## src/rtl/rgb_pkg.sv

```systemverilog
// Shared definitions for the RGBW word/bit converters (transmit and receive side).
package rgb_pkg;

    localparam int unsigned WORD_BITS_DFLT    = 32;
    // Empty-FIFO clocks before a stream reset (about 50 us at 96 MHz).
    localparam int unsigned STREAM_RESET_CLKS = 4800;
    localparam int unsigned IDLE_CNT_W_DFLT   = 13;

    typedef enum logic [1:0] {
        IDLE    = 2'd0,
        SHIFT   = 2'd1,
        RST_SYM = 2'd2
    } state_t;

endpackage

```

## src/rtl/rgb_gap_timer.sv

```systemverilog
// Gap timer: counts enabled clocks, clears on demand, saturates at LIMIT-1
// and flags the terminal count while enabled there.
module rgb_gap_timer #(
    parameter int unsigned LIMIT = 4800,
    parameter int unsigned CNT_W = 13
) (
    input  logic             clk,
    input  logic             rst_n,
    input  logic             clr,
    input  logic             en,
    output logic [CNT_W-1:0] cnt,
    output logic             tc
);

    localparam logic [CNT_W-1:0] TERM = CNT_W'(LIMIT - 1);

    // Saturating up-counter; clear has priority over enable.
    always_ff @(posedge clk or negedge rst_n) begin
        if (!rst_n) begin
            cnt <= '0;
        end else if (clr) begin
            cnt <= '0;
        end else if (en && (cnt != TERM)) begin
            cnt <= cnt + CNT_W'(1);
        end
    end

    assign tc = en && (cnt == TERM);

endmodule

```

## src/rtl/rgbw_wrd2sbit.sv

```systemverilog
// RGBW word-to-serial-bit converter: pops words from a FWFT FIFO and offers
// them MSB first, one bit symbol per handshake, inserting a stream-reset
// symbol after a programmed idle time following traffic.
// Optional feature macro: WRD2SBIT_WORD_CNT_EN (adds word_cnt output).
module rgbw_wrd2sbit
    import rgb_pkg::*;
#(
    parameter int unsigned WORD_BITS         = WORD_BITS_DFLT,
    parameter int unsigned IDLE_TIMEOUT_CLKS = STREAM_RESET_CLKS,
    parameter int unsigned CNT_W             = IDLE_CNT_W_DFLT
) (
    input  logic                 clk,
    input  logic                 rst_n,
    input  logic                 fifo_empty,
    input  logic [WORD_BITS-1:0] fifo_word,
    output logic                 fifo_rd,
    output logic                 out_valid,
    input  logic                 out_ready,
    output logic                 out_sbit_value,
    output logic                 out_stream_reset,
    output logic                 underrun
`ifdef WRD2SBIT_WORD_CNT_EN
    ,
    output logic [15:0]          word_cnt
`endif
);

    localparam int unsigned      BIT_W    = $clog2(WORD_BITS);
    localparam logic [BIT_W-1:0] LAST_IDX = BIT_W'(WORD_BITS - 1);

    state_t                 state;
    logic [WORD_BITS-1:0]   shift_q;
    logic [BIT_W-1:0]       bit_cnt;
    logic                   sent_any;
    logic                   run;
    logic [CNT_W-1:0]       idle_cnt;
    logic                   idle_tc;
    logic                   xfer;
    logic                   last_xfer;

    assign xfer      = out_valid && out_ready;
    assign last_xfer = (state == SHIFT) && xfer && (bit_cnt == '0);

    // run holds off popping until the first clock after reset release, so a
    // non-empty FIFO is never read while rst_n is low or just rising.
    assign fifo_rd = run && !fifo_empty && ((state == IDLE) || last_xfer);

    // Symbol outputs decode straight from the state and shift registers.
    assign out_valid        = (state != IDLE);
    assign out_sbit_value   = (state == SHIFT) && shift_q[WORD_BITS-1];
    assign out_stream_reset = (state == RST_SYM);

    rgb_gap_timer #(
        .LIMIT (IDLE_TIMEOUT_CLKS),
        .CNT_W (CNT_W)
    ) u_gap_timer (
        .clk   (clk),
        .rst_n (rst_n),
        .clr   (state != IDLE),
        .en    ((state == IDLE) && fifo_empty && sent_any),
        .cnt   (idle_cnt),
        .tc    (idle_tc)
    );

    // Main FSM: word load, bit shifting, stream-reset insertion, underrun flag.
    always_ff @(posedge clk or negedge rst_n) begin
        if (!rst_n) begin
            state    <= IDLE;
            shift_q  <= '0;
            bit_cnt  <= '0;
            sent_any <= 1'b0;
            run      <= 1'b0;
            underrun <= 1'b0;
        end else begin
            run <= 1'b1;
            case (state)
                IDLE: begin
                    if (fifo_rd) begin
                        shift_q <= fifo_word;
                        bit_cnt <= LAST_IDX;
                        state   <= SHIFT;
                        // A word after some empty clocks means a gap inside a frame.
                        if (idle_cnt != '0) underrun <= 1'b1;
                    end else if (idle_tc) begin
                        state <= RST_SYM;
                    end
                end
                SHIFT: begin
                    if (xfer) begin
                        if (bit_cnt != '0) begin
                            shift_q <= shift_q << 1;
                            bit_cnt <= bit_cnt - BIT_W'(1);
                        end else if (fifo_rd) begin
                            shift_q <= fifo_word;
                            bit_cnt <= LAST_IDX;
                        end else begin
                            shift_q  <= shift_q << 1;
                            state    <= IDLE;
                            sent_any <= 1'b1;
                        end
                    end
                end
                RST_SYM: begin
                    if (xfer) begin
                        sent_any <= 1'b0;
                        state    <= IDLE;
                    end
                end
                default: state <= IDLE;
            endcase
        end
    end

`ifdef WRD2SBIT_WORD_CNT_EN
    // Completed-word counter: saturates, cleared by each stream-reset transfer.
    always_ff @(posedge clk or negedge rst_n) begin
        if (!rst_n) begin
            word_cnt <= '0;
        end else if ((state == RST_SYM) && xfer) begin
            word_cnt <= '0;
        end else if (last_xfer && (word_cnt != 16'hFFFF)) begin
            word_cnt <= word_cnt + 16'd1;
        end
    end
`endif

endmodule

```

## config.mk

```make
export PLATFORM = sky130hd
export DESIGN_NAME = rgbw_wrd2sbit
export DESIGN_NICKNAME = d
export VERILOG_FILES = /design/src/rtl/rgb_pkg.sv /design/src/rtl/rgb_gap_timer.sv /design/src/rtl/rgbw_wrd2sbit.sv
export SDC_FILE = /design/constraint.sdc
export NUM_CORES = 1
export LEC_CHECK = 0
export ABC_AREA = 0
export CORE_ASPECT_RATIO = 0.9
export CORE_UTILIZATION = 25
export CTS_CLUSTER_SIZE = 8
export DETAILED_ROUTE_END_ITERATION = 6
export DONT_BUFFER_PORTS = 1
export PLACE_DENSITY = 0.51
export SLEW_MARGIN = 20
export SYNTH_ARGS = -nofsm -noshare
export SYNTH_HDL_FRONTEND = slang
export SYNTH_SLANG_ARGS = --single-unit
```

## constraint.sdc

```tcl
create_clock -name clk -period 2 [get_ports clk]
set_input_delay 0.6 -clock clk [delete_from_list [all_inputs] [get_ports clk]]
set_output_delay 0.6 -clock clk [all_outputs]
set_load 0.03 [all_outputs]
```

**After elaboration in Yosys (flattened, before gate mapping)**

Index checks and enable logic that the tools add are counted.

- $add $sub $neg: 2
- Equal/unequal tests: 10
- Multiplexer cells: 23
- Reductions and logical operators: 25

Operator list:

| kind | number |
|---|---|
| $mux W32 | 4 |
| $pmux W32 S2 | 1 |
| $mux W13 | 2 |
| $mux W5 | 3 |
| $add A13 B1 Y13 const B | 1 |
| $eq A13 B13 Y1 const B | 1 |
| $ne A13 B13 Y1 const B | 1 |
| $reduce_bool A13 Y1 | 1 |
| $mux W2 | 6 |
| $logic_and A1 B1 Y1 | 10 |
| $pmux W5 S2 | 1 |
| $reduce_and A5 Y1 | 2 |
| $ne A2 B2 Y1 const B | 4 |
| $reduce_bool A2 Y1 | 4 |
| $pmux W2 S3 | 1 |
| $reduce_and A3 Y1 | 2 |
| $logic_not A5 Y1 | 1 |
| $reduce_bool A5 Y1 | 1 |
| $sub A5 B1 Y5 const B | 1 |
| $mux W1 | 4 |
| $ne A3 B3 Y1 const B | 1 |
| $eq A2 B1 Y1 const B | 1 |
| $eq A2 B2 Y1 const B | 1 |
| $logic_not A2 Y1 | 1 |
| other kinds (5) | 5 |

- Register bits after elaboration: 55
- Input port bits: 36
- Output and inout bits: 5

**Logic depth before layout (Yosys ltp)**

Gate-level depths: netlist of the first run.

- Word-level depth: 10
- Depth in mapped cells: 8
- Gate-level depth less buffers: 7

**Hierarchy**

Synthesis of the first run repeated with hierarchy kept, for this count alone.

- Cells, all modules: 310
- Area, all modules: 2805.2 um^2

By module, submodules not included:

| module | times used | cells each | area each (um^2) | sequential area each (um^2) |
|---|---|---|---|---|
| rgbw_wrd2sbit | 1 | 238 | 2068.2 | 1051.0 |
| rgb_gap_timer | 1 | 72 | 737.0 | 325.3 |

**Worst setup path before layout of the first run**

No wires, ideal clock.

- Path kind: reg2out
- From: reg bit_cnt[0]
- To: out fifo_rd
- Arrival time: 1639 ps
- Required time: 1400 ps
- Path slack: -239 ps
- Stages on the path, launching flop included: 7
- Path buffers: 0
- Path through: dfrtp_1 > inv_1 > ha_1 > nor4b_1 > a21oi_1 > or2_1 > inv_1

- Word-level cells in the longest chain between the ends: 4

RTL lines:

| item | RTL line | source |
|---|---|---|
| start: declaration | rgbw_wrd2sbit.sv:33 | `logic [BIT_W-1:0] bit_cnt;` |
| start signal: assignment | rgbw_wrd2sbit.sv:92 | `bit_cnt <= bit_cnt - BIT_W'(1);` |
| $logic_not A5 Y1 | rgbw_wrd2sbit.sv:42 | `assign last_xfer = (state == SHIFT) && xfer && (bit_cnt == '0);` |
| $logic_and A1 B1 Y1 | rgbw_wrd2sbit.sv:42 |  |
| $logic_or A1 B1 Y1 | rgbw_wrd2sbit.sv:46 | `assign fifo_rd = run && !fifo_empty && ((state == IDLE) \|\| last_xfer);` |
| $logic_and A1 B1 Y1 | rgbw_wrd2sbit.sv:46 |  |
| end: declaration | rgbw_wrd2sbit.sv:16 | `output logic fifo_rd,` |

No other way between the ends.

**Final worst setup path of the first run**

- From: reg state[1]
- To: out fifo_rd

- Word-level cells in the longest chain between the ends: 6

RTL lines:

| item | RTL line | source |
|---|---|---|
| start: declaration | rgbw_wrd2sbit.sv:31 | `state_t state;` |
| start signal: assignment | rgbw_wrd2sbit.sv:68 | `state <= IDLE;` |
| start signal: assignment | rgbw_wrd2sbit.sv:81 | `state <= SHIFT;` |
| start signal: assignment | rgbw_wrd2sbit.sv:85 | `state <= RST_SYM;` |
| $reduce_bool A2 Y1 | rgbw_wrd2sbit.sv:49 | `assign out_valid = (state != IDLE);` |
| $logic_and A1 B1 Y1 | rgbw_wrd2sbit.sv:41 | `assign xfer = out_valid && out_ready;` |
| $logic_and A1 B1 Y1 (2 in series) | rgbw_wrd2sbit.sv:42 |  |
| $logic_or A1 B1 Y1 (*) | rgbw_wrd2sbit.sv:46 |  |
| $logic_and A1 B1 Y1 (*) | rgbw_wrd2sbit.sv:46 |  |

Mark *: on every way between the ends. The rest lies on a longest branch, timed or not.

==> results of run 1 <==
cell families (layout without fill, tap and decap cells):
group,Yosys count,in the layout,synth area share
flops,55,55,0.4962
compound gates,66,66,0.1466
buf+inv,28,49,0.04375
other cells,1,1,0.001352
fa+ha+maj,3,3,0.01353
xor+xnor,3,3,0.009474
mux,3,3,0.01083
simple gates,157,157,0.2783
cell usage after synthesis, types with 3 or more instances:
cell type   n
ha_1        3
nor3_1      4
nand3_1     5
o21ai_1     8
dfrtp_1    55
nor2_1     41
inv_1      11
or3_1       4
o211ai_1    3
o31ai_1     3
buf_2       7
a31oi_1    32
nor4_1      4
clkbuf_1    8
mux2i_1     3
nand2_1    72
nand4_1     5
xnor2_1     3
a21oi_1     8
o21ai_0     5
what timing repair did:
item,CTS,global route
setup buffers,5,4
hold buffers,1,0
cloned,0,4
pin swaps,3,29
gates resized for setup,5,29
endpoints found under the hold margin,55,0
endpoints found under the setup margin,2,31
per-layer routing:
layer | wire (um) | vias to the layer above
li1 | - | 1138
met1 | 3200 | 1105
met2 | 3079 | 59
met3 | 465 | 5
met4 | 75 | 0
met5 | 0 | -
through the flow:
step	hold slack (ps)	power [uW]	cell area [um^2]
floorplan	304.4	2418	2789
global placement	306.9	2709	3069
detailed placement	307.0	2746	3069
CTS	169.9	3762	3297
global route	175.3	4190	3506
finish	144.3	3893	3506
sequential cells by signal (all words and copies together), names as in the netlist:
register / count
sent_any: 1
state: 2
underrun: 1
bit_cnt: 5
run: 1
u_gap_timer.cnt: 13
shift_q: 32
layout make-up:
cell class	instances	share of cell area
inverter	11	0.01178
clock inverter	3	0.006781
multi-input combinational	233	0.3958
tap	133	0.04747
timing repair buffer	30	0.1099
sequential	55	0.3926
clock buffer	5	0.03569
worst paths after layout:
path / to / from / cells past startpoint
worst max-delay path: fifo_rd / state[1] / 4
worst min-delay path: u_gap_timer.cnt[4] / rst_n / 1
worst max register to register: shift_q[31] / bit_cnt[0] / 9
worst min register to register: u_gap_timer.cnt[10] / u_gap_timer.cnt[10] / 1
max in group asynchronous: u_gap_timer.cnt[0] / rst_n / 1
min in group clk: shift_q[6] / fifo_word[6] / 2
where the power goes:
group	internal, uW	switching (uW)	total (uW)	leakage [uW]
Combinational	640	698	1340	0.000738
Clock	472	423	895	0.0000717
Sequential	1440	219	1660	0.000627
Total	2550	1340	3890	0.00144
cells in the final DEF (no fill, tap or decap), types with 2 or more instances in the layout:
| cell | n |
|---|---|
| dfrtp_1 | 55 |
| nand2_1 | 49 |
| nor2_1 | 41 |
| a31oi_1 | 32 |
| nand2_2 | 23 |
| buf_4 | 19 |
| inv_1 | 8 |
| o21ai_1 | 8 |
| clkbuf_16 | 8 |
| a21oi_1 | 7 |
| buf_12 | 7 |
| nand3_1 | 5 |
| nand4_1 | 5 |
| nor4_1 | 4 |
| nor3_1 | 4 |
| o21ai_0 | 4 |
| or3_1 | 4 |
| inv_2 | 3 |
| mux2i_1 | 3 |
| o31ai_1 | 3 |
| o211ai_1 | 3 |
| xnor2_1 | 3 |
| a21oi_2 | 2 |
| nand3b_1 | 2 |
| o21ai_4 | 2 |
| o21a_1 | 2 |
| or4_4 | 2 |
| a22oi_1 | 2 |
| ha_1 | 2 |
==> metrics, run 1 <==
outcome finished with violations; violated checks negative setup slack; final non-filler cell total 470; crit share post-route 1.096; fmax around 460 MHz; Max Cap Viol 0; WP data arrival about 1600 ps; max incr delay on CP slightly above 500 ps; clk root buf clkbuf_16; EDFF count, synth 0; Cell Pwr Density between 1000 and 1500 mW/mm^2; M3 GR Usage 0.04152; gr ovfl total 0; Setup Total Neg Slack -262.3 ps; unique cell type count in the Yosys netlist 46; Synth area leaders dfrtp_1 50%, nand2_1 9.7%, a31oi_1 7.2%; area occupied by multi-input gates 0.001388 mm^2; Critical Path RT ~1400 ps; crit path cell chain and3b_1, a21oi_2, or2_1, inv_2; R2R setup slack -20 ps; WP buf/inv 1; synth warn 0; ys flop type dfrtp_1; CP endpoint kind output port; Clock Latency Late Sink about 300 ps; nets approximately 380; dpl ws approximately 36 ps; Leakage around 0.0014 uW; worst setup slack after layout -191.6 ps; mapped cell area about 0.0028 mm^2; Worst Path Max Fanout 11; Async SR Flop Fraction 1.000; Slowest-stage cell, CP dfrtp_1; Die W roughly 110 um; layout cells sized above 1 0.2463; Max H-tree Level 2; VDD IR max between 0.5 and 0.6 mV; Top Ports 41; cell total after placement between 400 and 500; DRT Wirelength slightly below 7 mm; register area share after synthesis 0.4962; Yosys top cell area share 0.4962; Total GRT Usage 0.1179; Clock Skew around 7.8 ps; CTS clock-pin slew for the worst setup and hold paths about 70 ps; Routed WL per cell roughly 15 um; initial antenna violation count 0; Max Slew Vio Count 0; vias in the first global route roughly 2100; final hold violation count 0; Longest Clk Path Bufs 2; kind of critical path reg2out; die area between 0.01 and 0.015 mm^2; Post-DP HPWL 4.270 mm; RSZ-0062 raised after global routing true; met2 Usage GRT 0.1855; P&R area growth vs syn 26.39%; post-layout util 0.3243; first-pass GRT wire length 10.57 mm; initial core utilization 0.2566; PortBufs 0; CTS buffer count 5; maximum number of pins on one net before global-route repair 56; gr busiest metal met2; FF/Latch Area ~0.0014 mm^2; # rows 36; Final Wtd Congestion just under 0.8; number of diodes 0; Syn Inst Count ~320; flops & latches, synth 55; detailed-route vias per instance about 4.9; drt first pass iters 5; cell taking the most area after synthesis dfrtp_1; post-synthesis net count ~360; via count 2307; Fillers ~1100; TritonCTS clock tree yes; Die H roughly 100 um; TritonCTS sink count 55; initial drt markers 137; Post-route DRC 0; core box area between 0.01 and 0.015 mm^2; crit start category flop; Post-DRT Antenna Nets 0; met1 Usage GRT 0.1505; post-synthesis area per instance between 8 and 9 um^2; family with the most delay on the worst path simple AND/OR/NAND/NOR gates; worst min-delay path class in2async; Period minus WS final around 2200 ps; Setup Viol. Count Final 10
No activity file was read; power rests on OpenSTA's default activity.
==> run 2, diff against run 1 <==
Settings changed: GPL_TIMING_DRIVEN from default to 0, SKIP_CTS_REPAIR_TIMING from default to 1.
==> run 2 against run 1 <==
Net effect: the flow still finishes with violations (negative setup slack); clock skew decreased by 2.7 ps; combinational power is 4% lower; non-clock buffer count increased by 1; global-route usage up 0.55 points; sequential share of layout area rose by 1.3 points; wire length increased by 1.3%; critical endpoint unchanged; largest cell class is now registers.
==> metrics, run 2 (synthesis gave the netlist of run 1 again) <==
CTS buffer count 5 (unchanged); via count 2321 (+0.61%); Max H-tree Level 2 (unchanged); outcome finished with violations; first-pass GRT wire length 11.05 mm (+4.6%); initial drt markers 103 (-25%); initial antenna violation count 0 (unchanged); P&R area growth vs syn 22.33%; CTS clock-pin slew for the worst setup and hold paths 70 ps (about the same); Max Cap Viol 0 (unchanged); Period minus WS final 2232 ps (+40.63 ps); core box area 0.01081 mm^2 (unchanged); Routed WL per cell 14.70 um (+1.3%); final hold violation count 0 (unchanged); violated checks negative setup slack; TritonCTS clock tree yes; worst setup slack after layout -232.2 ps (-40.63 ps); top flop regs shift_q: 32 flops, u_gap_timer.cnt: 13 flops, bit_cnt: 5 flops; Post-DP HPWL 4.618 mm (+8.1%); placed cell area 0.002955 mm^2 (-3.7%); maximum number of pins on one net before global-route repair 56 (unchanged); Die W 113.0 um (unchanged); PortBufs 0 (unchanged); Fillers 1151 (+1.6%); RSZ-0062 raised after global routing true; Reg power frac 0.420 (-0.006); largest reg by FF count shift_q; vias in the first global route 2204 (+2.6%); # rows 36 (unchanged); most frequent cells in the layout 71 x nand2_1, 55 x dfrtp_1, 41 x nor2_1; Worst Path Max Fanout 10 (-1); most common cell after layout, fill and taps aside nand2_1; drt first pass iters 4 (-1); Die H 101.9 um (unchanged); Leakage 0.001404 uW (-2.2%); Final Wtd Congestion 0.7506 (-2.8%); fin area 0.003393 mm^2 (-3.2%); Reg2Reg Depth 10 (+1); Total GRT Usage 0.1234 (+0.005547); initial core utilization 0.2566 (unchanged); power share of the clock group 0.253 (+0.023); crit start category flop; Switching Power 1317 uW (-1.8%); CP endpoint kind output port; Max Slew Vio Count 0 (unchanged); Longest Clk Path Bufs 2 (unchanged); Cell Pwr Density 1161 mW/mm^2 (+4.6%); worst min-delay path class in2async; clk root buf clkbuf_16; max reg flops 32 (unchanged); Clock Skew 5.169 ps (-2.657 ps); TritonCTS sink count 55 (unchanged); Post-route DRC 0 (unchanged); VDD IR max 0.4858 mV (-7.3%); crit path cell chain clkbuf_2, and3b_2, a21oi_1, or2_4, inv_6; Setup Viol. Count Final 6 (-4); nets 376 (+0.27%); layout cells sized above 1 0.1840 (-0.06231); number of diodes 0 (unchanged); Critical Path RT 1400 ps (about the same); Post-DRT Antenna Nets 0 (unchanged); kind of critical path reg2out; part of the power in combinational logic 0.327 (-0.017); Switching Fraction 0.3343 (-0.01019); crit share post-route 1.116 (+0.02031); gr ovfl total 0 (unchanged); Clock Latency Late Sink 300 ps (about the same); DRT Wirelength 6.907 mm (+1.3%); max incr delay on CP 370 ps (-140 ps); detailed-route vias per instance 4.938 (+0.61%); Top Ports 41 (unchanged); fmax 448.0 MHz (-1.8%); WP data arrival 1630 ps (+40 ps); Slowest-stage cell, CP dfrtp_1; dpl ws -223.3 ps (-259.2 ps); die area 0.01152 mm^2 (unchanged); Internal 2623 uW (+2.8%)
run 2: area by class of cell:
class | instances | area (um^2) | share of cell area
Clock inverter | 2 | 37.54 | 0.01106
Inverter | 11 | 46.29 | 0.01364
Tap cell | 133 | 166.4 | 0.04904
Buffer | 17 | 126.4 | 0.03724
Multi-Input combinational cell | 233 | 1363 | 0.4016
Clock buffer | 5 | 125.1 | 0.03687
Sequential cell | 55 | 1376 | 0.4056
Timing Repair Buffer | 14 | 152.6 | 0.04499
run 2: power by group through the flow:
stage          combinational (uW)  clock (uW)  sequential (uW)
4_1_cts                       990        1030             1650
2_1_floorplan                 800           0             1620
6_report                     1290         996             1660
3_5_place_dp                  986           0             1680
3_3_place_gp                  962           0             1660
5_1_grt                      1460        1080             1700
run 2: routing by layer:
metal / global-route usage / part of all wire / routed length (um)
met3: 0.04626 / 0.064 / 444
met1: 0.1646 / 0.49 / 3374
met2: 0.1840 / 0.43 / 3001
met5: 0 / 0 / 0
met4: 0.04251 / 0.012 / 86
run 2: worst paths after layout:
| path | slack [ps] | start | end |
|---|---|---|---|
| worst max register to register | -40 | bit_cnt[0] | shift_q[30] |
| worst max-delay path | -230 | state[1] | fifo_rd |
| worst min-delay path | 160 | rst_n | u_gap_timer.cnt[3] |
| worst min register to register | 520 | u_gap_timer.cnt[10] | u_gap_timer.cnt[10] |
| max in group asynchronous | 1590 | rst_n | bit_cnt[1] |
| min in group clk | 440 | fifo_word[0] | shift_q[0] |
run 2: per-stage QoR:
| step | hold slack, ps | instances | utilization | setup TNS (ps) | power (uW) |
|---|---|---|---|---|---|
| 6_report | 162.9 | 470 | 0.3139 | -423.2 | 3940 |
| 5_1_grt | 167.5 | 470 | 0.3139 | -1955 | 4235 |
| 4_1_cts | -15.04 | 456 | 0.2884 | -7801 | 3674 |
| 3_5_place_dp | 306.8 | 449 | 0.2734 | -6084 | 2661 |
| 3_3_place_gp | 306.8 | 449 | 0.2734 | -5325 | 2621 |
| 2_1_floorplan | 304.4 | 316 | - | 0 | 2418 |
run 2: critical path: cells and delay by family (launching register included):
| family | cells | cell delay, ps |
|---|---|---|
| AOI/OAI and AO/OA | 1 | 70 |
| buffers and inverters | 2 | 300 |
| DFF | 1 | 370 |
| and+or+nand+nor | 2 | 590 |
==> run 3, diff against run 2 <==
Settings changed: CORE_UTILIZATION 25 to 40, PLACE_DENSITY 0.51 to 0.67.
==> run 3 against run 2 <==
Net effect: the flow still finishes with violations (negative setup slack); sequential share of layout area grew 1.7 points; via count decreased by 1.3%; count of clock-buffer cells in the layout unchanged; combinational power down 5%; non-clock buffer count is 3 lower; final cell count down 9.6%; hold slack worse by 43 ps; die area fell by 37%; setup slack worse by 76 ps; sequential power barely moved; cell area decreased by 4.1%; power is 10% lower; largest power group unchanged; highest routed layer unchanged.
==> metrics, run 3 (synthesis gave the netlist of run 1 again) <==
Reg2Reg Depth 9 (-1); Slowest-stage cell, CP dfrtp_1; nets 373 (-0.80%); die area 0.007272 mm^2 (-37%); Switching Fraction 0.3638 (+0.02957); CTS buffer count 5 (unchanged); WP data arrival 1710 ps (+80 ps); Max Cap Viol 0 (unchanged); outcome finished with violations; R2R setup slack -110 ps (-70 ps); RSZ-0062 raised after global routing true; Final Wtd Congestion 0.8494 (+13%); CP endpoint fifo_rd; drt first pass iters 4 (unchanged); DRT Wirelength 6.168 mm (-11%); first-pass GRT wire length 10.17 mm (-8.0%); most common cell after layout, fill and taps aside nand2_1; Post-DRT Antenna Nets 0 (unchanged); Final Power 3537 uW (-10%); part of the power in combinational logic 0.346 (+0.019); Die W 89.78 um (-21%); Crit. Startpoint bit_cnt[1]; Leakage 0.001356 uW (-3.4%); initial core utilization 0.4167 (+0.1601); detailed-route vias per instance 5.391 (+9.2%); largest reg by FF count shift_q; Clock Skew 15.41 ps (+10.25 ps); Post-route DRC 0 (unchanged); Routed WL per cell 14.51 um (-1.2%); crit path cell chain inv_2, ha_4, nor4b_4, a21oi_1, or2_4, inv_6; Total GRT Usage 0.1734 (+0.05003); number of diodes 0 (unchanged); CP endpoint kind output port; most frequent cells in the layout 65 x nand2_1, 55 x dfrtp_1, 41 x nor2_1; Die H 81 um (-21%); Critical Path RT 1400 ps (about the same); crit start category flop; TritonCTS sink count 55 (unchanged); Setup Total Neg Slack -2357 ps (-1933 ps); layout cells sized above 1 0.2000 (+0.01602); TritonCTS clock tree yes; VDD IR max 0.5127 mV (+5.5%); vias in the first global route 2166 (-1.7%); Post-DP HPWL 4.171 mm (-9.7%); Worst Path Max Fanout 4 (-6); Reg power frac 0.468 (+0.048); Critical R2R Capture shift_q[12]; P&R area growth vs syn 17.32%; Internal 2250 uW (-14%); crit share post-route 1.154 (+0.03806); # rows 28 (-22%); clk root buf clkbuf_8; Switching Power 1287 uW (-2.3%); final hold violation count 0 (unchanged); core box area 0.006656 mm^2 (-38%); violated checks negative setup slack; PortBufs 0 (unchanged); Period minus WS final 2308 ps (+76.13 ps); initial drt markers 122 (+18%); worst setup slack after layout -308.3 ps (-76.13 ps); kind of critical path reg2out; Top Ports 41 (unchanged); Cell Pwr Density 1087 mW/mm^2 (-6.4%); via count 2291 (-1.3%); Max Slew Vio Count 0 (unchanged); power share of the clock group 0.187 (-0.066); maximum number of pins on one net before global-route repair 56 (unchanged); Longest Clk Path Bufs 2 (unchanged); max reg flops 32 (unchanged); Clock Latency Late Sink 320 ps (+20 ps); Setup Viol. Count Final 29 (+23); gr ovfl total 0 (unchanged); worst min-delay path class in2async; initial antenna violation count 0 (unchanged); top flop regs shift_q: 32 flops, u_gap_timer.cnt: 13 flops, bit_cnt: 5 flops; max incr delay on CP 420 ps (+50 ps); launch point of the worst reg-to-reg path bit_cnt[1]; fmax 433.2 MHz (-3.3%); CTS clock-pin slew for the worst setup and hold paths 110 ps (+40 ps); Max H-tree Level 2 (unchanged)
## run 3: cell types whose count changed in the layout (fill, tap and decap cells not counted), sizes merged
cell / change
clkinv: +1
clkbuf: -2
inv: +2
bufinv: -1
clkinvlp: -1
buf: -1
## run 3: critical path: cells and delay by family, from the launching register on
family | cells | cell delay, ps
adders and majority gates | 1 | 140
AOI/OAI and AO/OA | 1 | 120
buffers and inverters | 2 | 170
DFF | 1 | 420
and+or+nand+nor | 2 | 540
## run 3: area by class of cell
| cell class | count | area, um^2 |
|---|---|---|
| flip-flops and latches | 55 | 1376 |
| clock buffers | 5 | 68.82 |
| multi-input cells | 233 | 1363 |
| plain buffers | 17 | 122.6 |
| repair buffers | 11 | 138.9 |
| well taps | 90 | 112.6 |
| inverters | 11 | 46.29 |
| fillers | 639 | 3402 |
| clock inverters | 3 | 26.28 |
## run 3: worst min path at each step
| stage | slack, ps | to | startpoint | cells after the start |
|---|---|---|---|---|
| 2_1_floorplan | 300 | bit_cnt[0] | rst_n | 0 |
| 3_3_place_gp | 310 | u_gap_timer.cnt[9] | rst_n | 0 |
| 3_5_place_dp | 310 | u_gap_timer.cnt[9] | rst_n | 0 |
| 4_1_cts | -50 | shift_q[27] | rst_n | 0 |
| 5_1_grt | 130 | shift_q[22] | rst_n | 1 |
| 6_report | 120 | shift_q[22] | rst_n | 1 |
## run 3: power groups by stage
stage / sequential [uW] / clock, uW / combinational [uW]
2_1_floorplan: 1620 / 0 / 800
4_1_cts: 1650 / 674 / 974
3_5_place_dp: 1670 / 0 / 971
5_1_grt: 1700 / 714 / 1390
6_report: 1650 / 661 / 1220
3_3_place_gp: 1660 / 0 / 949
## run 3: per-layer routing
metal  wire length, um  vias up  global-route usage
met2              2781       33              0.2608
met1              3106     1110              0.2484
met4                81        0             0.06885
met3               198        8             0.03184
li1                  -     1140                   -
met5                 0        -                   0
## run 3: through the flow
stage	hold slack (ps)	cell area, um^2	cells	worst slack [ps]	util
6_report	119.5	3254	425	-308.3	0.4889
5_1_grt	128.9	3254	425	-382.2	0.4889
3_3_place_gp	306.8	2902	406	-183.4	0.4359
2_1_floorplan	304.4	2789	316	41.42	-
4_1_cts	-51.08	2997	414	-542.6	0.4502
3_5_place_dp	306.5	2902	406	-187.8	0.4359
